**src/rtl/imm_gen_pipe.sv**
```systemverilog
// Pipelined RISC-V immediate generator: I/S/B/J/U/zimm decode behind a 2-entry skid-buffered valid/ready stage.
// Define IMM_GEN_ERR_EN to add out_err, flagging reserved format codes alongside the (zero) immediate.
module imm_gen_pipe #(
   parameter int XLEN  = 32,
   parameter int TAG_W = 8
) (
   input  logic             clk,
   input  logic             rst_n,
   input  logic             in_valid,
   output logic             in_ready,
   input  logic [31:0]      in_inst,
   input  logic [2:0]       in_imm_src,
   input  logic [TAG_W-1:0] in_tag,
   output logic             out_valid,
   input  logic             out_ready,
   output logic [XLEN-1:0]  out_imm,
`ifdef IMM_GEN_ERR_EN
   output logic             out_err,
`endif
   output logic [TAG_W-1:0] out_tag
);

`ifdef IMM_GEN_ERR_EN
   localparam int EW = 1;
`else
   localparam int EW = 0;
`endif
   localparam int PW = XLEN + TAG_W + EW;

   logic [XLEN-1:0] w_sext;
   logic [XLEN-1:0] w_imm;
   logic            w_err;
   logic [PW-1:0]   w_pay;
   logic            w_unused_opcode;
   logic            w_main_free;
   logic            w_acc;

   logic [PW-1:0]   r_main;
   logic [PW-1:0]   r_skid;
   logic            r_main_valid;
   logic            r_skid_valid;

   assign w_sext          = {XLEN{in_inst[31]}};
   assign w_err           = in_imm_src[2] & in_imm_src[1];
   assign w_unused_opcode = ^in_inst[6:0];

   always_comb begin
      w_imm = '0;
      case (in_imm_src)
         3'b000: begin
            w_imm       = w_sext;
            w_imm[11:0] = in_inst[31:20];
         end
         3'b001: begin
            w_imm       = w_sext;
            w_imm[11:0] = {in_inst[31:25], in_inst[11:7]};
         end
         3'b010: begin
            w_imm       = w_sext;
            w_imm[12:0] = {in_inst[31], in_inst[7], in_inst[30:25], in_inst[11:8], 1'b0};
         end
         3'b011: begin
            w_imm       = w_sext;
            w_imm[20:0] = {in_inst[31], in_inst[19:12], in_inst[20], in_inst[30:21], 1'b0};
         end
         3'b100: begin
            w_imm       = w_sext;
            w_imm[31:0] = {in_inst[31:12], 12'b0};
         end
         3'b101: begin
            w_imm[4:0] = in_inst[19:15];
         end
         default: w_imm = '0;
      endcase
   end

`ifdef IMM_GEN_ERR_EN
   assign w_pay = {w_err, in_tag, w_imm};
`else
   assign w_pay = {in_tag, w_imm};
`endif

   // in_ready comes straight from the skid flag, so out_ready never reaches it combinationally
   assign in_ready    = ~r_skid_valid;
   assign w_acc       = in_valid & in_ready;
   assign w_main_free = ~r_main_valid | out_ready;

   always_ff @(posedge clk or negedge rst_n) begin
      if (!rst_n) begin
         r_main       <= '0;
         r_skid       <= '0;
         r_main_valid <= 1'b0;
         r_skid_valid <= 1'b0;
      end else if (w_main_free) begin
         if (r_skid_valid) begin
            r_main       <= r_skid;
            r_main_valid <= 1'b1;
            r_skid_valid <= 1'b0;
         end else if (w_acc) begin
            r_main       <= w_pay;
            r_main_valid <= 1'b1;
         end else begin
            r_main_valid <= 1'b0;
         end
      end else if (w_acc) begin
         r_skid       <= w_pay;
         r_skid_valid <= 1'b1;
      end
   end

   assign out_valid = r_main_valid;
   assign out_imm   = r_main[XLEN-1:0];
   assign out_tag   = r_main[XLEN +: TAG_W];
`ifdef IMM_GEN_ERR_EN
   assign out_err   = r_main[PW-1];
`endif

endmodule

```
**config.mk**
```make
export PLATFORM = sky130hd
export DESIGN_NAME = imm_gen_pipe
export DESIGN_NICKNAME = d
export VERILOG_FILES = /design/src/rtl/imm_gen_pipe.sv
export SDC_FILE = /design/constraint.sdc
export NUM_CORES = 1
export LEC_CHECK = 0
export ABC_AREA = 1
export CAP_MARGIN = 15
export CELL_PAD_IN_SITES_DETAIL_PLACEMENT = 0
export CELL_PAD_IN_SITES_GLOBAL_PLACEMENT = 1
export CORE_ASPECT_RATIO = 0.5
export CORE_UTILIZATION = 40
export CTS_CLUSTER_DIAMETER = 100
export DETAILED_ROUTE_END_ITERATION = 8
export PLACE_DENSITY_LB_ADDON = 0.1
export RECOVER_POWER = 25
export SLEW_MARGIN = 20
export SYNTH_ARGS = -nofsm -noshare
export SYNTH_HDL_FRONTEND = slang
export SYNTH_SLANG_ARGS = --single-unit
```
**constraint.sdc**
```tcl
create_clock -name clk -period 2.9 [get_ports clk]
set_clock_uncertainty 0.2 [all_clocks]
set_input_delay 0.58 -clock clk [delete_from_list [all_inputs] [get_ports clk]]
set_output_delay 0.58 -clock clk [all_outputs]
set_load 0.03 [all_outputs]
```
[Yosys cells after proc, flatten, opt, wreduce, memory -nomap -nowiden]
Cells that the tools add are included.
Operators by class
  equal/unequal tests: 5
  multiplexer cells: 8
  bitwise gates (word level): 5
  reduce and logical (&&, ||, !) cells: 6
Operators by type and width (count)
  27-bit one-hot mux with 4 select lines: 1
  40-bit two-way mux: 2
  5-bit one-hot mux with 5 select lines: 1
  3-bit by 2-bit == test with 1-bit output, second input constant: 2
  3-bit == test, second input constant: 2
  1-bit two-way mux: 4
  2-bit AND reduction: 2
  2-bit nonzero test: 2
  3-bit by 1-bit == test with 1-bit output, second input constant: 1
  3-bit logical NOT: 1
  1-bit inverter: 3
  2-bit OR reduction: 1
  1-bit bitwise AND: 1
  1-bit bitwise OR: 1
Word-level totals
  flip-flop bits (word level): 82
  input bits: 47
  logic and storage cells: 28

[Longest topological paths before layout]
Gate-level depths: netlist (run 1).
  depth after elaboration: 5
  gate-level depth with buffers: 9
  mapped depth without buffers: 7

[Worst setup path after synthesis (run 1)]
Ideal clock, no wire load.
  path kind: input -> register
  from: input port in_imm_src[1]
  to: register r_main[12]
  library setup time: 117 ps
  data arrival time: 1344 ps
  data required time: 2583 ps
  path slack: 1240 ps
  stages on the path: 7
  cell sequence: buf_6 -> inv_2 -> o211ai_4 -> buf_4 -> nand3_1 -> nand2_1 -> nand2_1
On the way
  longest elaborated chain between the ends: 5
  elaborated cells on any way between the ends: 9
RTL lines
  start: declaration: line 12  | input logic [2:0] in_imm_src,
  3-bit by 1-bit == test with 1-bit output or 3-bit logical NOT (tied branches): line 49  | case (in_imm_src)
  2-bit OR reduction (no source line)
  27-bit one-hot mux with 4 select lines (*): line 49
  40-bit two-way mux (*): line 99  | end else if (w_acc) begin
  40-bit two-way mux (*): line 95  | if (r_skid_valid) begin
  end signal: assignment: line 96  | r_main <= r_skid;
  end signal: assignment: line 100  | r_main <= w_pay;
  end: declaration: line 38  | logic [PW-1:0] r_main;
Every way passes the cells marked *; elsewhere a longest branch is shown, timed or not. The select of a mux whose other input is x is not followed.
A chain may end at the register's enable or synchronous reset.

[Worst setup path after layout (run 1)]
  from: input port out_ready
  to: register r_skid[13]
On the way
  longest elaborated chain between the ends: 3
RTL lines
  start: declaration: line 15  | input logic out_ready,
  1-bit bitwise OR: line 86  | assign w_main_free = ~r_main_valid | out_ready;
  1-bit inverter (no source line)
  2-bit AND reduction (no source line)
  end signal: assignment: line 106  | r_skid <= w_pay;
  end: declaration: line 39  | logic [PW-1:0] r_skid;
No other way between the ends.

==> impl_metrics.prom, run 1 <==
# TYPE chip_impl_metric gauge
chip_impl_metric{name="synth_fa_ha_area_frac",unit=""} 0
chip_impl_metric{name="synth_xor_xnor_area_share",unit=""} 0
chip_impl_metric{name="dieHeight",unit="µm"} 73.0
chip_impl_metric{name="fraction_of_layout_instances_using_a_drive_strength_above_1",unit=""} 0.0647
chip_impl_metric{name="cp_max_fo",unit=""} 33
chip_impl_metric{name="avg_cell_area_syn",unit="µm²"} 7.90
chip_impl_info{name="post_synth_most_frequent_cells",value="196 x sky130_fd_sc_hd__nand2_1, 82 x sky130_fd_sc_hd__dfrtp_1, 48 x sky130_fd_sc_hd__nor2_1, 26 x sky130_fd_sc_hd__nand3_1, 26 x sky130_fd_sc_hd__o21ai_0"} 1
chip_impl_metric{name="routed_via_density",unit=""} 4.88
chip_impl_metric{name="ir_worst_vdd",unit="V"} 0.000304
chip_impl_metric{name="timing.slew.headroom",unit=""} 0.255
chip_impl_metric{name="ctsResizeCount",unit=""} 0
chip_impl_info{name="rsz_0062_raised_after_global_routing",value="false"} 1
chip_impl_metric{name="setup_violations",unit=""} 0
chip_impl_metric{name="fp.coreArea",unit="µm²"} 9600
chip_impl_info{name="worstSetupStartpoint",value="out_ready"} 1
chip_impl_metric{name="layout-area-overhead-vs-synth",unit="%"} 29.8
chip_impl_metric{name="worst_hold_slack",unit="ns"} 0.275
chip_impl_metric{name="filler_cell_count",unit=""} 993
chip_impl_info{name="hold_start",value="r_main[26]"} 1
chip_impl_metric{name="worstMarginPinSlew",unit="ns"} 1.12
chip_impl_info{name="crit_path_start_kind",value="input port"} 1
chip_impl_metric{name="synthDominantCellAreaShare",unit=""} 0.509
chip_impl_metric{name="wire_length_of_the_first_global_routing_pass",unit="µm"} 17200
chip_impl_metric{name="fmax_achieved",unit="MHz"} 414
chip_impl_metric{name="syn-num-nets",unit=""} 557
chip_impl_metric{name="worst_ep_required_time",unit="ns"} 2.95
chip_impl_info{name="ctsRootBufferMaster",value="sky130_fd_sc_hd__clkbuf_16"} 1
chip_impl_metric{name="cts_max_path_buffers",unit=""} 2
chip_impl_metric{name="syn-cell-area",unit="µm²"} 4030
chip_impl_metric{name="number_of_global_route_vias_before_repair",unit=""} 3333
chip_impl_metric{name="dp_hpwl",unit="µm"} 6650
chip_impl_metric{name="cp_data_arrival_time",unit="ns"} 2.46
chip_impl_info{name="crit_type",value="in2reg"} 1
chip_impl_metric{name="syn-instance-count",unit=""} 510
chip_impl_info{name="end_kind",value="flip-flop"} 1
chip_impl_metric{name="layout_worst_path_cycle_share",unit=""} 0.833
chip_impl_metric{name="synth_enable_flop_cells",unit=""} 0
chip_impl_metric{name="tritoncts.num_buffers",unit=""} 9
chip_impl_metric{name="yosysWarnings",unit=""} 0
chip_impl_metric{name="totalNegativeSetupSlack",unit="ns"} 0
chip_impl_metric{name="gp_congestion",unit=""} 0.780
chip_impl_metric{name="muxShareOfSynthArea",unit=""} 0
chip_impl_info{name="synth_flop_cell",value="sky130_fd_sc_hd__dfrtp_1"} 1
chip_impl_metric{name="flip_flop_and_latch_count_after_synthesis",unit=""} 82
chip_impl_metric{name="grt-ovfl-total",unit=""} 0
chip_impl_metric{name="grt.total_usage",unit=""} 0.217
chip_impl_metric{name="io_buffers",unit=""} 81
chip_impl_metric{name="grt_antenna_before_repair",unit=""} 0
chip_impl_metric{name="final-max-slew-violation-count",unit=""} 0
chip_impl_info{name="reg2reg_from",value="out_valid"} 1
chip_impl_metric{name="die_x",unit="µm"} 144
chip_impl_metric{name="clock_insertion_delay_worst_skew",unit="ns"} 0.33
chip_impl_info{name="hold_class",value="reg2reg"} 1
chip_impl_metric{name="asyncSetResetFlopFracSynth",unit=""} 1.00
chip_impl_metric{name="cts_setup_buffers",unit=""} 0
chip_impl_metric{name="length_of_the_first_detailed_routing_pass_in_iterations",unit=""} 6
chip_impl_metric{name="die_area",unit="µm²"} 10500
chip_impl_metric{name="num_rows",unit=""} 25
chip_impl_info{name="status",value="completed"} 1
chip_impl_metric{name="cts_sinks",unit=""} 82
chip_impl_metric{name="ys_seq_area_frac",unit=""} 0.509
chip_impl_metric{name="ys_types",unit=""} 25
chip_impl_metric{name="final_hold_viol_count",unit=""} 0
chip_impl_metric{name="start_util",unit=""} 0.420
chip_impl_metric{name="timing.max_cap.violations",unit=""} 0
chip_impl_metric{name="antennaDiodeCount",unit=""} 0
chip_impl_info{name="synthTopCellsByArea",value="sky130_fd_sc_hd__dfrtp_1 51%, sky130_fd_sc_hd__nand2_1 18%, sky130_fd_sc_hd__nor2_1 4.5%"} 1
chip_impl_metric{name="drt_initial_violations",unit=""} 258
chip_impl_metric{name="simple_gate_fraction_of_synth_area",unit=""} 0.310
chip_impl_info{name="top_cell_type_by_total_area_after_synthesis",value="sky130_fd_sc_hd__dfrtp_1"} 1
chip_impl_metric{name="reported_leakage_power",unit="nW"} 2.52
chip_impl_metric{name="vias",unit=""} 3521
chip_impl_metric{name="fin_crit",unit="ns"} 2.42
chip_impl_info{name="main_combinational_cell_family_by_area_after_synthesis",value="simple AND/OR/NAND/NOR gates"} 1
chip_impl_metric{name="remaining_drc_errors",unit=""} 0
chip_impl_metric{name="routed_wire_length_per_instance",unit="µm"} 14.4
chip_impl_metric{name="grt_start_max_net_pins",unit=""} 65
chip_impl_metric{name="power_per_cell_area",unit="nW/µm²"} 695
chip_impl_metric{name="path_clk_slew",unit="ns"} 0.06
chip_impl_metric{name="boundaryPins",unit=""} 89
chip_impl_info{name="cts_tree",value="built"} 1
chip_impl_metric{name="cts-hold-fix-buffers",unit=""} 1
chip_impl_metric{name="antenna_violating_nets_post_route",unit=""} 0
chip_impl_metric{name="routed_wl",unit="µm"} 10400
chip_impl_metric{name="synth-compound-area-share",unit=""} 0.104
chip_impl_info{name="top_count_cell_post_synth",value="sky130_fd_sc_hd__nand2_1"} 1
chip_impl_metric{name="nets_finish",unit=""} 629
chip_impl_metric{name="htree_num_levels",unit=""} 3
## metrics by stage
stage	instance area, µm²	util	power, mW	instances	setup WS, ns
2_1_floorplan	4030	-	2.10	510	1.24
3_3_place_gp	4930	0.514	2.51	705	0.380
3_5_place_dp	4930	0.514	2.53	705	0.331
4_1_cts	5240	0.546	3.69	722	0.517
5_1_grt	5230	0.545	3.85	722	0.347
6_report	5230	0.545	3.64	722	0.483
## final timing paths
path | to | slack [ns] | cells past startpoint
min | r_main[26] | 0.28 | 2
min reg2reg | r_main[26] | 0.28 | 2
min in group asynchronous | r_main[19] | 0.79 | 2
max in group asynchronous | r_main[2] | 0.78 | 3
max reg2reg | r_skid[13] | 0.92 | 7
max | r_skid[13] | 0.48 | 7
## per-layer routing
layer | wire length, µm | GRT usage | part of all wire | vias to the layer above
met2 | 4340 | 0.302 | 0.42 | 88
met4 | 42 | 0.0496 | 0.0040 | 0
met5 | 0 | 0 | 0 | -
met3 | 579 | 0.0571 | 0.056 | 4
li1 | - | - | - | 1793
met1 | 5420 | 0.331 | 0.52 | 1636
## critical path, stage by stage
cell and delay [ns]:
sky130_fd_sc_hd__dlygate4sd3_1 0.53, sky130_fd_sc_hd__nor2_1 0.47, sky130_fd_sc_hd__nand3_4 0.12, sky130_fd_sc_hd__clkinv_2 0.30, sky130_fd_sc_hd__buf_12 0.23, sky130_fd_sc_hd__nor2_1 0.05, sky130_fd_sc_hd__a31oi_1 0.16
## flip-flops by register name (all words and copies together) (netlist names)
signal	count
r_main	40
r_skid	40
out_valid	1
r_skid_valid	1
## logic make-up (layout without fill, tap and decap cells)
kind of cell / after synthesis / in the layout
and+or+nand+nor: 297 / 297
DFF: 82 / 82
AOI/OAI and AO/OA: 70 / 70
buffers and inverters: 61 / 138
## cells in the final DEF, fill, tap and decap left out
cell	netlist	layout
sky130_fd_sc_hd__nand2_1	196	196
sky130_fd_sc_hd__dfrtp_1	82	82
sky130_fd_sc_hd__clkdlybuf4s50_1	0	79
sky130_fd_sc_hd__nor2_1	48	49
sky130_fd_sc_hd__nand3_1	26	26
sky130_fd_sc_hd__o21ai_0	26	26
sky130_fd_sc_hd__inv_1	24	24
sky130_fd_sc_hd__a21oi_1	23	23
sky130_fd_sc_hd__nand4_1	23	23
sky130_fd_sc_hd__a31oi_1	13	13
sky130_fd_sc_hd__clkbuf_16	0	9
sky130_fd_sc_hd__buf_4	7	9
sky130_fd_sc_hd__a211oi_2	4	4
sky130_fd_sc_hd__clkbuf_1	5	3
sky130_fd_sc_hd__buf_12	0	3
sky130_fd_sc_hd__inv_2	2	2
sky130_fd_sc_hd__clkinv_2	1	2
sky130_fd_sc_hd__dlygate4sd3_1	0	2
sky130_fd_sc_hd__o211ai_4	1	1
sky130_fd_sc_hd__nor2_4	2	1
sky130_fd_sc_hd__nor2_8	1	1
sky130_fd_sc_hd__inv_4	1	1
sky130_fd_sc_hd__a211oi_1	1	1
sky130_fd_sc_hd__nand3_4	1	1
sky130_fd_sc_hd__o21a_1	1	1
sky130_fd_sc_hd__o21ai_1	1	1
sky130_fd_sc_hd__clkinv_4	0	1
sky130_fd_sc_hd__clkbuf_8	0	1
sky130_fd_sc_hd__clkinvlp_4	0	1
sky130_fd_sc_hd__bufinv_16	0	1
## where the power goes
group	internal [mW]	switching, mW	total, mW
Combinational	0.408	0.613	1.02
Sequential	1.37	0.112	1.48
Clock	0.691	0.444	1.14
Total	2.47	1.17	3.64
## final cells by class
cell class	instances	area (µm²)	share of cell area
sequential	82	2050	0.392
multi-input combinational	367	1660	0.317
timing repair buffer	94	942	0.180
clock buffer	12	246	0.0471
tap	135	169	0.0323
inverter	28	109	0.0208
clock inverter	4	51.3	0.00981
Note: power is estimated with default switching activity, not from simulation.
==> run 2: changes to the inputs <==
--- a/config.mk
+++ b/config.mk
@@ -10,7 +10,7 @@
 export CELL_PAD_IN_SITES_DETAIL_PLACEMENT = 0
 export CELL_PAD_IN_SITES_GLOBAL_PLACEMENT = 1
 export CORE_ASPECT_RATIO = 0.5
-export CORE_UTILIZATION = 40
+export CORE_UTILIZATION = 37
 export CTS_CLUSTER_DIAMETER = 100
 export DETAILED_ROUTE_END_ITERATION = 8
 export PLACE_DENSITY_LB_ADDON = 0.1
==> constraint.sdc (replaced) <==
create_clock -name clk -period 2.3 [get_ports clk]
set_clock_uncertainty 0.2 [all_clocks]
set_input_delay 0.46 -clock clk [delete_from_list [all_inputs] [get_ports clk]]
set_output_delay 0.46 -clock clk [all_outputs]
set_load 0.03 [all_outputs]
==> run 2 against run 1 <==
Cell area rose by 3.6%. Register-to-register slack got worse by 0.55 ns. Final cell count rose by 1.9%. Flip-flop and latch count is the same. Total power up 32%. Core utilization decreased by 2.3 points. Worst setup slack worse by 0.35 ns. Die area grew 7.9%. First-iteration DRC count decreased by 13%. Non-clock buffer count grew 9. Critical endpoint is now in_ready.
==> impl_metrics.prom, run 2 (synthesized netlist as in run 1, its figures left out) <==
# TYPE chip_impl_metric gauge
chip_impl_metric{name="whs_path_depth",unit=""} 2
chip_impl_metric{name="totalNegativeSetupSlack",unit="ns"} 0
chip_impl_metric{name="power.share.sequential",unit=""} 0.387
chip_impl_metric{name="placed_cell_area",unit="µm²"} 5080
chip_impl_metric{name="reg2reg_depth",unit=""} 8
chip_impl_metric{name="cp_max_fo",unit=""} 2
chip_impl_metric{name="ir_worst_vdd",unit="V"} 0.000378
chip_impl_metric{name="fin_crit",unit="ns"} 2.17
chip_impl_metric{name="power.total",unit="mW"} 4.81
chip_impl_metric{name="tritoncts.num_buffers",unit=""} 9
chip_impl_metric{name="cts_max_path_buffers",unit=""} 2
chip_impl_info{name="rsz_0062_raised_after_global_routing",value="false"} 1
chip_impl_metric{name="vias",unit=""} 3600
chip_impl_info{name="status",value="completed"} 1
chip_impl_metric{name="htree_num_levels",unit=""} 3
chip_impl_metric{name="number_of_global_route_vias_before_repair",unit=""} 3302
chip_impl_metric{name="internal_power",unit="mW"} 3.28
chip_impl_metric{name="final_hold_viol_count",unit=""} 0
chip_impl_metric{name="antenna_violating_nets_post_route",unit=""} 0
chip_impl_info{name="cts_tree",value="built"} 1
chip_impl_info{name="layout_commonest_cell",value="sky130_fd_sc_hd__nand2_1"} 1
chip_impl_info{name="final_cell_mix",value="196 x sky130_fd_sc_hd__nand2_1, 82 x sky130_fd_sc_hd__dfrtp_1, 80 x sky130_fd_sc_hd__clkdlybuf4s50_1, 49 x sky130_fd_sc_hd__nor2_1"} 1
chip_impl_metric{name="timing.slew.headroom",unit=""} 0.427
chip_impl_metric{name="grt-ovfl-total",unit=""} 0
chip_impl_metric{name="rrSetupSlack",unit="ns"} 0.37
chip_impl_metric{name="dp_hpwl",unit="µm"} 7200
chip_impl_metric{name="power_frac_clock",unit=""} 0.338
chip_impl_metric{name="worst_hold_slack",unit="ns"} 0.277
chip_impl_metric{name="layout.cells.non_filler",unit=""} 736
chip_impl_metric{name="grt_antenna_before_repair",unit=""} 0
chip_impl_metric{name="worstMarginPinSlew",unit="ns"} 0.859
chip_impl_metric{name="remaining_drc_errors",unit=""} 0
chip_impl_metric{name="timing.max_cap.violations",unit=""} 0
chip_impl_metric{name="fmax_achieved",unit="MHz"} 461
chip_impl_metric{name="post-place-ws",unit="ns"} 0.0626
chip_impl_metric{name="power_frac_comb",unit=""} 0.276
chip_impl_info{name="worstReg2RegEnd",value="r_main[17]"} 1
chip_impl_metric{name="wire_length_of_the_first_global_routing_pass",unit="µm"} 17300
chip_impl_metric{name="cts_sinks",unit=""} 82
chip_impl_metric{name="filler_cell_count",unit=""} 1014
chip_impl_metric{name="gp_congestion",unit=""} 0.856
chip_impl_info{name="crit_type",value="reg2out"} 1
chip_impl_metric{name="final_cell_area",unit="µm²"} 5420
chip_impl_metric{name="netSwitchingFraction",unit=""} 0.318
chip_impl_metric{name="start_util",unit=""} 0.388
chip_impl_metric{name="routed_wl",unit="µm"} 10800
chip_impl_metric{name="boundaryPins",unit=""} 89
chip_impl_metric{name="dp.cells",unit=""} 719
chip_impl_info{name="worstSetupStartpoint",value="r_skid_valid"} 1
chip_impl_metric{name="reported_leakage_power",unit="nW"} 2.61
chip_impl_metric{name="grt_start_max_net_pins",unit=""} 41
chip_impl_metric{name="nets_finish",unit=""} 638
chip_impl_info{name="hold_start",value="r_main[12]"} 1
chip_impl_metric{name="die_area",unit="µm²"} 11300
chip_impl_metric{name="routed_via_density",unit=""} 4.89
chip_impl_metric{name="path_clk_slew",unit="ns"} 0.06
chip_impl_info{name="largest_registers",value="r_main: 40 flops, r_skid: 40 flops"} 1
chip_impl_metric{name="final_ws_setup",unit="ns"} 0.129
chip_impl_info{name="end_point_of_the_most_critical_hold_path",value="r_main[12]"} 1
chip_impl_metric{name="die_x",unit="µm"} 150
chip_impl_metric{name="finish.utilization",unit=""} 0.522
chip_impl_info{name="ctsRootBufferMaster",value="sky130_fd_sc_hd__clkbuf_16"} 1
chip_impl_metric{name="drt_initial_violations",unit=""} 224
chip_impl_info{name="reg2reg_from",value="r_skid_valid"} 1
chip_impl_metric{name="final-max-slew-violation-count",unit=""} 0
chip_impl_metric{name="layout-area-overhead-vs-synth",unit="%"} 34.5
chip_impl_metric{name="dieHeight",unit="µm"} 75.8
chip_impl_metric{name="length_of_the_first_detailed_routing_pass_in_iterations",unit=""} 4
chip_impl_metric{name="worst_ep_required_time",unit="ns"} 1.64
chip_impl_metric{name="fp.coreArea",unit="µm²"} 10400
chip_impl_metric{name="io_buffers",unit=""} 81
chip_impl_metric{name="num_rows",unit=""} 26
chip_impl_metric{name="ctsResizeCount",unit=""} 0
chip_impl_metric{name="cts_setup_buffers",unit=""} 0
chip_impl_metric{name="routed_wire_length_per_instance",unit="µm"} 14.6
chip_impl_metric{name="layout_worst_path_cycle_share",unit=""} 0.944
chip_impl_metric{name="power_switching",unit="mW"} 1.53
chip_impl_info{name="hold_class",value="reg2reg"} 1
chip_impl_metric{name="fraction_of_layout_instances_using_a_drive_strength_above_1",unit=""} 0.0839
chip_impl_info{name="end_kind",value="primary output"} 1
chip_impl_info{name="crit_path_start_kind",value="flip-flop"} 1
chip_impl_metric{name="power_per_cell_area",unit="nW/µm²"} 888
chip_impl_metric{name="clock_insertion_delay_worst_skew",unit="ns"} 0.34
chip_impl_metric{name="setup_violations",unit=""} 0
chip_impl_metric{name="grt.total_usage",unit=""} 0.203
chip_impl_metric{name="cp_data_arrival_time",unit="ns"} 1.51
chip_impl_metric{name="antennaDiodeCount",unit=""} 0
-- run 2: how the worst max path moves through the flow --
| stage | end | slack (ns) | depth (start not counted) |
|---|---|---|---|
| floorplan | r_skid[12] | 0.67 | 6 |
| global placement | r_main[14] | 0.08 | 7 |
| detailed placement | r_main[14] | 0.06 | 7 |
| CTS | in_ready | 0.13 | 2 |
| global route | in_ready | 0.09 | 2 |
| finish | in_ready | 0.13 | 2 |
-- run 2: what timing repair did --
item / CTS / global route
endpoints found under the hold margin: 29 / 0
hold buffers: 1 / 0
setup endpoints to repair: 0 / 0
-- run 2: per-layer routing --
layer  share of wire  GRT usage  up-vias  wire [µm]
met5               0          0        -          0
met4          0.0085     0.0544        0         91
met3           0.055     0.0509        9        593
met2            0.41      0.298       87       4430
met1            0.52      0.297     1680       5640
li1                -          -     1824          -
-- run 2: worst max-delay path: stages, from the launching register on --
cell,delay [ns]
sky130_fd_sc_hd__dfrtp_1,0.38
sky130_fd_sc_hd__inv_2,0.12
sky130_fd_sc_hd__clkdlybuf4s50_1,0.68
-- run 2: area by class of cell --
type                       instances  area, µm²  share of cell area
clock inverter                     5       85.1              0.0157
clock buffer                      11        253              0.0467
multi-input combinational        367       1660               0.306
tap                              140        175              0.0323
sequential                        82       2050               0.379
inverter                          28        109              0.0201
timing repair buffer             103       1080               0.200
-- run 2: power by group through the flow --
stage,clock network (mW),registers (mW),logic [mW]
after floorplan,0,2.15,0.496
after global placement,0,1.88,1.32
after detailed placement,0,1.89,1.33
after CTS,1.66,1.86,1.34
after global routing,1.72,1.90,1.46
final,1.63,1.86,1.33
==> edit 1 (config.mk and constraints of run 2) <==
The option `IMM_GEN_ERR_EN` is turned on by a define.
--- a/src/rtl/imm_gen_pipe.sv
+++ b/src/rtl/imm_gen_pipe.sv
@@ -1,5 +1,7 @@
 // Pipelined RISC-V immediate generator: I/S/B/J/U/zimm decode behind a 2-entry skid-buffered valid/ready stage.
 // Define IMM_GEN_ERR_EN to add out_err, flagging reserved format codes alongside the (zero) immediate.
+`define IMM_GEN_ERR_EN
+
 module imm_gen_pipe #(
    parameter int XLEN  = 32,
    parameter int TAG_W = 8
Formal check against the unedited RTL (old outputs only; new: out_err): equivalent (equiv_simple and equiv_induct, registers matched by name and starting in step).
==> edit 1 against run 2 <==
  * Power is 4.7% lower
  * Sequential cell count is 2 higher
  * Synthesized area is 1.1% lower
  * Final area is 2.8% lower
  * Routed wire length is 5.5% lower
  * Worst setup slack better by 18 ps
  * Die area is 1.1% lower
  * Critical endpoint unchanged
==> edit 1: results <==
[setup_path]
r2r_cells = 6
timing.rr.end = r_skid[26]$_DFFE_PN0P_
arrival_ps = 1490
crit_path_max_fanout = 3
rrSetupSlack_ps = 440

[route]
drc = 0
via_per_inst = 4.819
wl_um = 10170
first_iter_violations = 218

[clock_network]
cts-root-buf = clkbuf_16
cts_max_level = 3

[cells_and_area]
clk_share_pct = 5.396
final_layout_size_suffix_gt1_share_pct = 8.547
top_regs = r_main x41, r_skid x41
seq_area_um2 = 2102
final_core_util_pct = 50.88
fillCellCount = 1015
nNonClkBuffers = 100
multiInputGateArea_um2 = 1620
multi_input_gates = 365
bufAreaShareNonClock_pct = 19.06
non_clock_inverter_count = 21
fin_cells = 725
fin_nets = 628

[place]
routabilityCongestion = 0.7387
place_area_um2 = 4975
dpl_worst_slack_ps = 65.17
hpwl_um = 6690
portBuffers = 82
dp.cells = 709

[synth]
ys_warn_count = 0
ys_types = 24
netlist_instances = 502
ys_seq_elements = 84
async_reset_ff_share_pct = 100.0
syn-num-nets = 549
synth_area_leaders = dfrtp_1 53%, nand2_1 19%, o21ai_0 4.8%
ys_seq_area_share_pct = 52.75
yosys-top-cells-count = 203 x nand2_1, 84 x dfrtp_1, 38 x o21ai_0

[timing]
fin_crit_ps = 2153
slew_headroom_pct = 37.07

[power_and_ir_drop]
p_int_mw = 3.113
p_clk_mw = 1.41
leakage_nw = 2.505
powerDensity_nw_per_um2 = 871.6
peakVddDrop_mv = 0.4086
p_comb_mw = 1.27

[grt]
track_usage_pct = 20.24
grt_pass1_vias = 3341
grt_start_max_net_pins = 43
grt_first_pass_wirelength_um = 16930

[status]
status = complete, no violations
[edit 1: cell types whose count changed in the layout (fill, tap and decap cells not counted), sizes merged, moves of 2 or more]
cell / run 2 / this run
o21ai: 27 / 51
nand3: 27 / 10
nand4: 23 / 9
a21oi: 23 / 36
nor2: 51 / 39
nand2: 196 / 205
inv: 28 / 21
buf: 20 / 17
a211oi: 5 / 3
a31oi: 13 / 11
dfrtp: 82 / 84
[edit 1: kinds of logic after synthesis]
kind of cell | Yosys count | synth area share, %
buffers and inverters | 53 | 6.530
AO/OA/AOI/OAI | 102 | 14.00
AND/OR/NAND/NOR | 263 | 26.72
flip-flops | 84 | 52.75
[edit 1: per-layer routing]
layer	global-route usage (%)	wire length, um	up-vias
met3	6.527	586	4
met1	27.41	5132	1630
met2	31.41	4413	81
met4	5.896	34	0
met5	0	0	-
li1	-	-	1779
[edit 1: worst min path at each step]
stage,end,start,slack (ps)
after floorplan,out_valid$_DFFE_PN0N_,rst_n,-40
after global placement,r_main[7]$_DFFE_PN0P_,rst_n,260
after detailed placement,r_main[7]$_DFFE_PN0P_,rst_n,250
after CTS,r_main[28]$_DFFE_PN0P_,r_skid[28]$_DFFE_PN0P_,280
after global routing,r_main[12]$_DFFE_PN0P_,r_main[12]$_DFFE_PN0P_,300
final,r_main[29]$_DFFE_PN0P_,r_main[29]$_DFFE_PN0P_,280
[edit 1: repair_timing]
item / 4_1_cts / 5_1_grt
endpoints found under the hold margin: 33 / 0
hold buffers: 1 / 0
endpoints found under the setup margin: 0 / 0
[edit 1: worst max-delay path, cell delays in order (launching register included)]
cell,delay (ps)
dfrtp_1,420
inv_2,70
clkdlybuf4s50_1,670
==> edit 2 (flow settings as in run 2) <==
Without the edit above. Reset style: synchronous (`rst_n`), changed in one clocked block.
--- a/src/rtl/imm_gen_pipe.sv
+++ b/src/rtl/imm_gen_pipe.sv
@@ -85,7 +85,7 @@
    assign w_acc       = in_valid & in_ready;
    assign w_main_free = ~r_main_valid | out_ready;
 
-   always_ff @(posedge clk or negedge rst_n) begin
+   always_ff @(posedge clk) begin
       if (!rst_n) begin
          r_main       <= '0;
          r_skid       <= '0;
Function: differs if rst_n is asserted again (counterexample within 4 cycles, from zero or initial values and one cycle with rst_n low); with rst_n held inactive, the same outputs for 10 cycles.
==> edit 2 against run 2 <==
  * Routed wire length down 1.2%
  * Power down 24%
  * Final area down 10%
  * Largest power group unchanged
  * First-iteration DRC count up 7.1%
  * Worst setup slack better by 99 ps
  * Critical path type unchanged
  * Sequential cell count unchanged
  * Register-to-register slack better by 120 ps
  * Sequential power down 16%
  * Synthesized area down 10%
==> edit 2: results <==
[status]
status = complete, no violations

[cells_and_area]
final_layout_size_suffix_gt1_share_pct = 7.945
fin_nets = 621

[synth]
ys_types = 21
syn-num-nets = 551
synth_flop_cell = dfxtp_1
ys_seq_area_share_pct = 45.27
synth_area_leaders = dfxtp_1 45%, o21ai_0 12%, a21oi_1 12%
yosys-top-cells-count = 85 x o21ai_0, 84 x a21oi_1, 82 x dfxtp_1
async_reset_ff_share_pct = 0

[power_and_ir_drop]
peakVddDrop_mv = 0.3788
power.net_switching_mw = 1.029
leakage_nw = 2.037

[setup_path]
arrival_ps = 1410
timing.rr.end = r_main[35]$_SDFFE_PN0P_
crit_path_max_fanout = 3
rrSetupSlack_ps = 490

[grt]
grt_pass1_vias = 3249
track_usage_pct = 21.66
grt_start_max_net_pins = 58
grt_first_pass_wirelength_um = 17110

[timing]
fin_crit_ps = 2072
slew_headroom_pct = 72.55

[clock_network]
clk_pin_slew_ps = 60

[place]
routabilityCongestion = 0.8622
dpl_worst_slack_ps = 154.8

[route]
via_per_inst = 5.036
first_iter_violations = 240
wl_per_cell_um = 14.89

[hold_path]
hold_start = r_skid[37]$_SDFFE_PN0P_
[edit 2: cell types whose count changed in the layout (fill, tap and decap cells not counted), moves of 3 or more]
| cell | before | now |
|---|---|---|
| a31oi_1 | 13 | 8 |
| dfxtp_1 | 0 | 81 |
| dfrtp_1 | 82 | 0 |
| a21oi_1 | 23 | 84 |
| o21ai_1 | 1 | 8 |
| buf_12 | 9 | 6 |
| nand2_1 | 196 | 73 |
| inv_1 | 24 | 16 |
| a211oi_2 | 4 | 0 |
| nand2_2 | 0 | 3 |
| nor2_1 | 49 | 62 |
| nand4_1 | 23 | 6 |
| o21ai_0 | 26 | 87 |
[edit 2: cells by family after synthesis]
| family | after synthesis | synth area share (%) |
|---|---|---|
| compound gates | 187 | 26.09 |
| simple gates | 174 | 20.01 |
| flops | 82 | 45.27 |
| buf+inv | 61 | 8.626 |
[edit 2: per-layer routing]
layer  track usage [%]  vias to the layer above  wire (um)
met2             33.50                       98       4658
met4             5.018                        0         44
met1             30.72                     1646       5399
li1                  -                     1848          -
met3             4.950                        4        528
met5                 0                        -          0
[edit 2: cell type report]
type,count,area [um^2]
Timing Repair Buffer,101,1028
Clock buffer,12,266.5
Sequential cell,82,1643
Clock inverter,4,25.02
Inverter,19,73.82
Fill cell,986,4601
Multi-Input combinational cell,361,1672
Tap cell,135,168.9
[edit 2: worst min path at each step]
| stage | end | slack [ps] | cells past startpoint |
|---|---|---|---|
| 6_report | r_main[37]$_SDFFE_PN0P_ | 280 | 2 |
| 5_1_grt | r_main[34]$_SDFFE_PN0P_ | 300 | 2 |
| 4_1_cts | r_main[37]$_SDFFE_PN0P_ | 280 | 2 |
| 3_5_place_dp | r_main[39]$_SDFFE_PN0P_ | 270 | 2 |
| 3_3_place_gp | r_main[32]$_SDFFE_PN0P_ | 270 | 2 |
| 2_1_floorplan | r_main[32]$_SDFFE_PN0P_ | 260 | 2 |
[edit 2: critical path: cells and delay by family, from the launching register on]
kind                   cells  cell delay (ps)
buffers and inverters      2              740
flip-flops                 1              340
[edit 2: metrics by stage]
| step | cells | power, mW | area, um^2 |
|---|---|---|---|
| finish | 714 | 3.651 | 4877 |
| detailed placement | 698 | 2.292 | 4588 |
| CTS | 714 | 3.701 | 4880 |
| floorplan | 504 | 1.994 | 3626 |
| global placement | 698 | 2.292 | 4588 |
| global route | 714 | 3.829 | 4877 |
[edit 2: power groups by stage]
stage	clock, mW	combinational [mW]	sequential (mW)
after global routing	1.49	0.765	1.57
after global placement	0	0.703	1.59
after CTS	1.44	0.705	1.56
final	1.39	0.698	1.56
after detailed placement	0	0.702	1.59
after floorplan	0	0.287	1.71
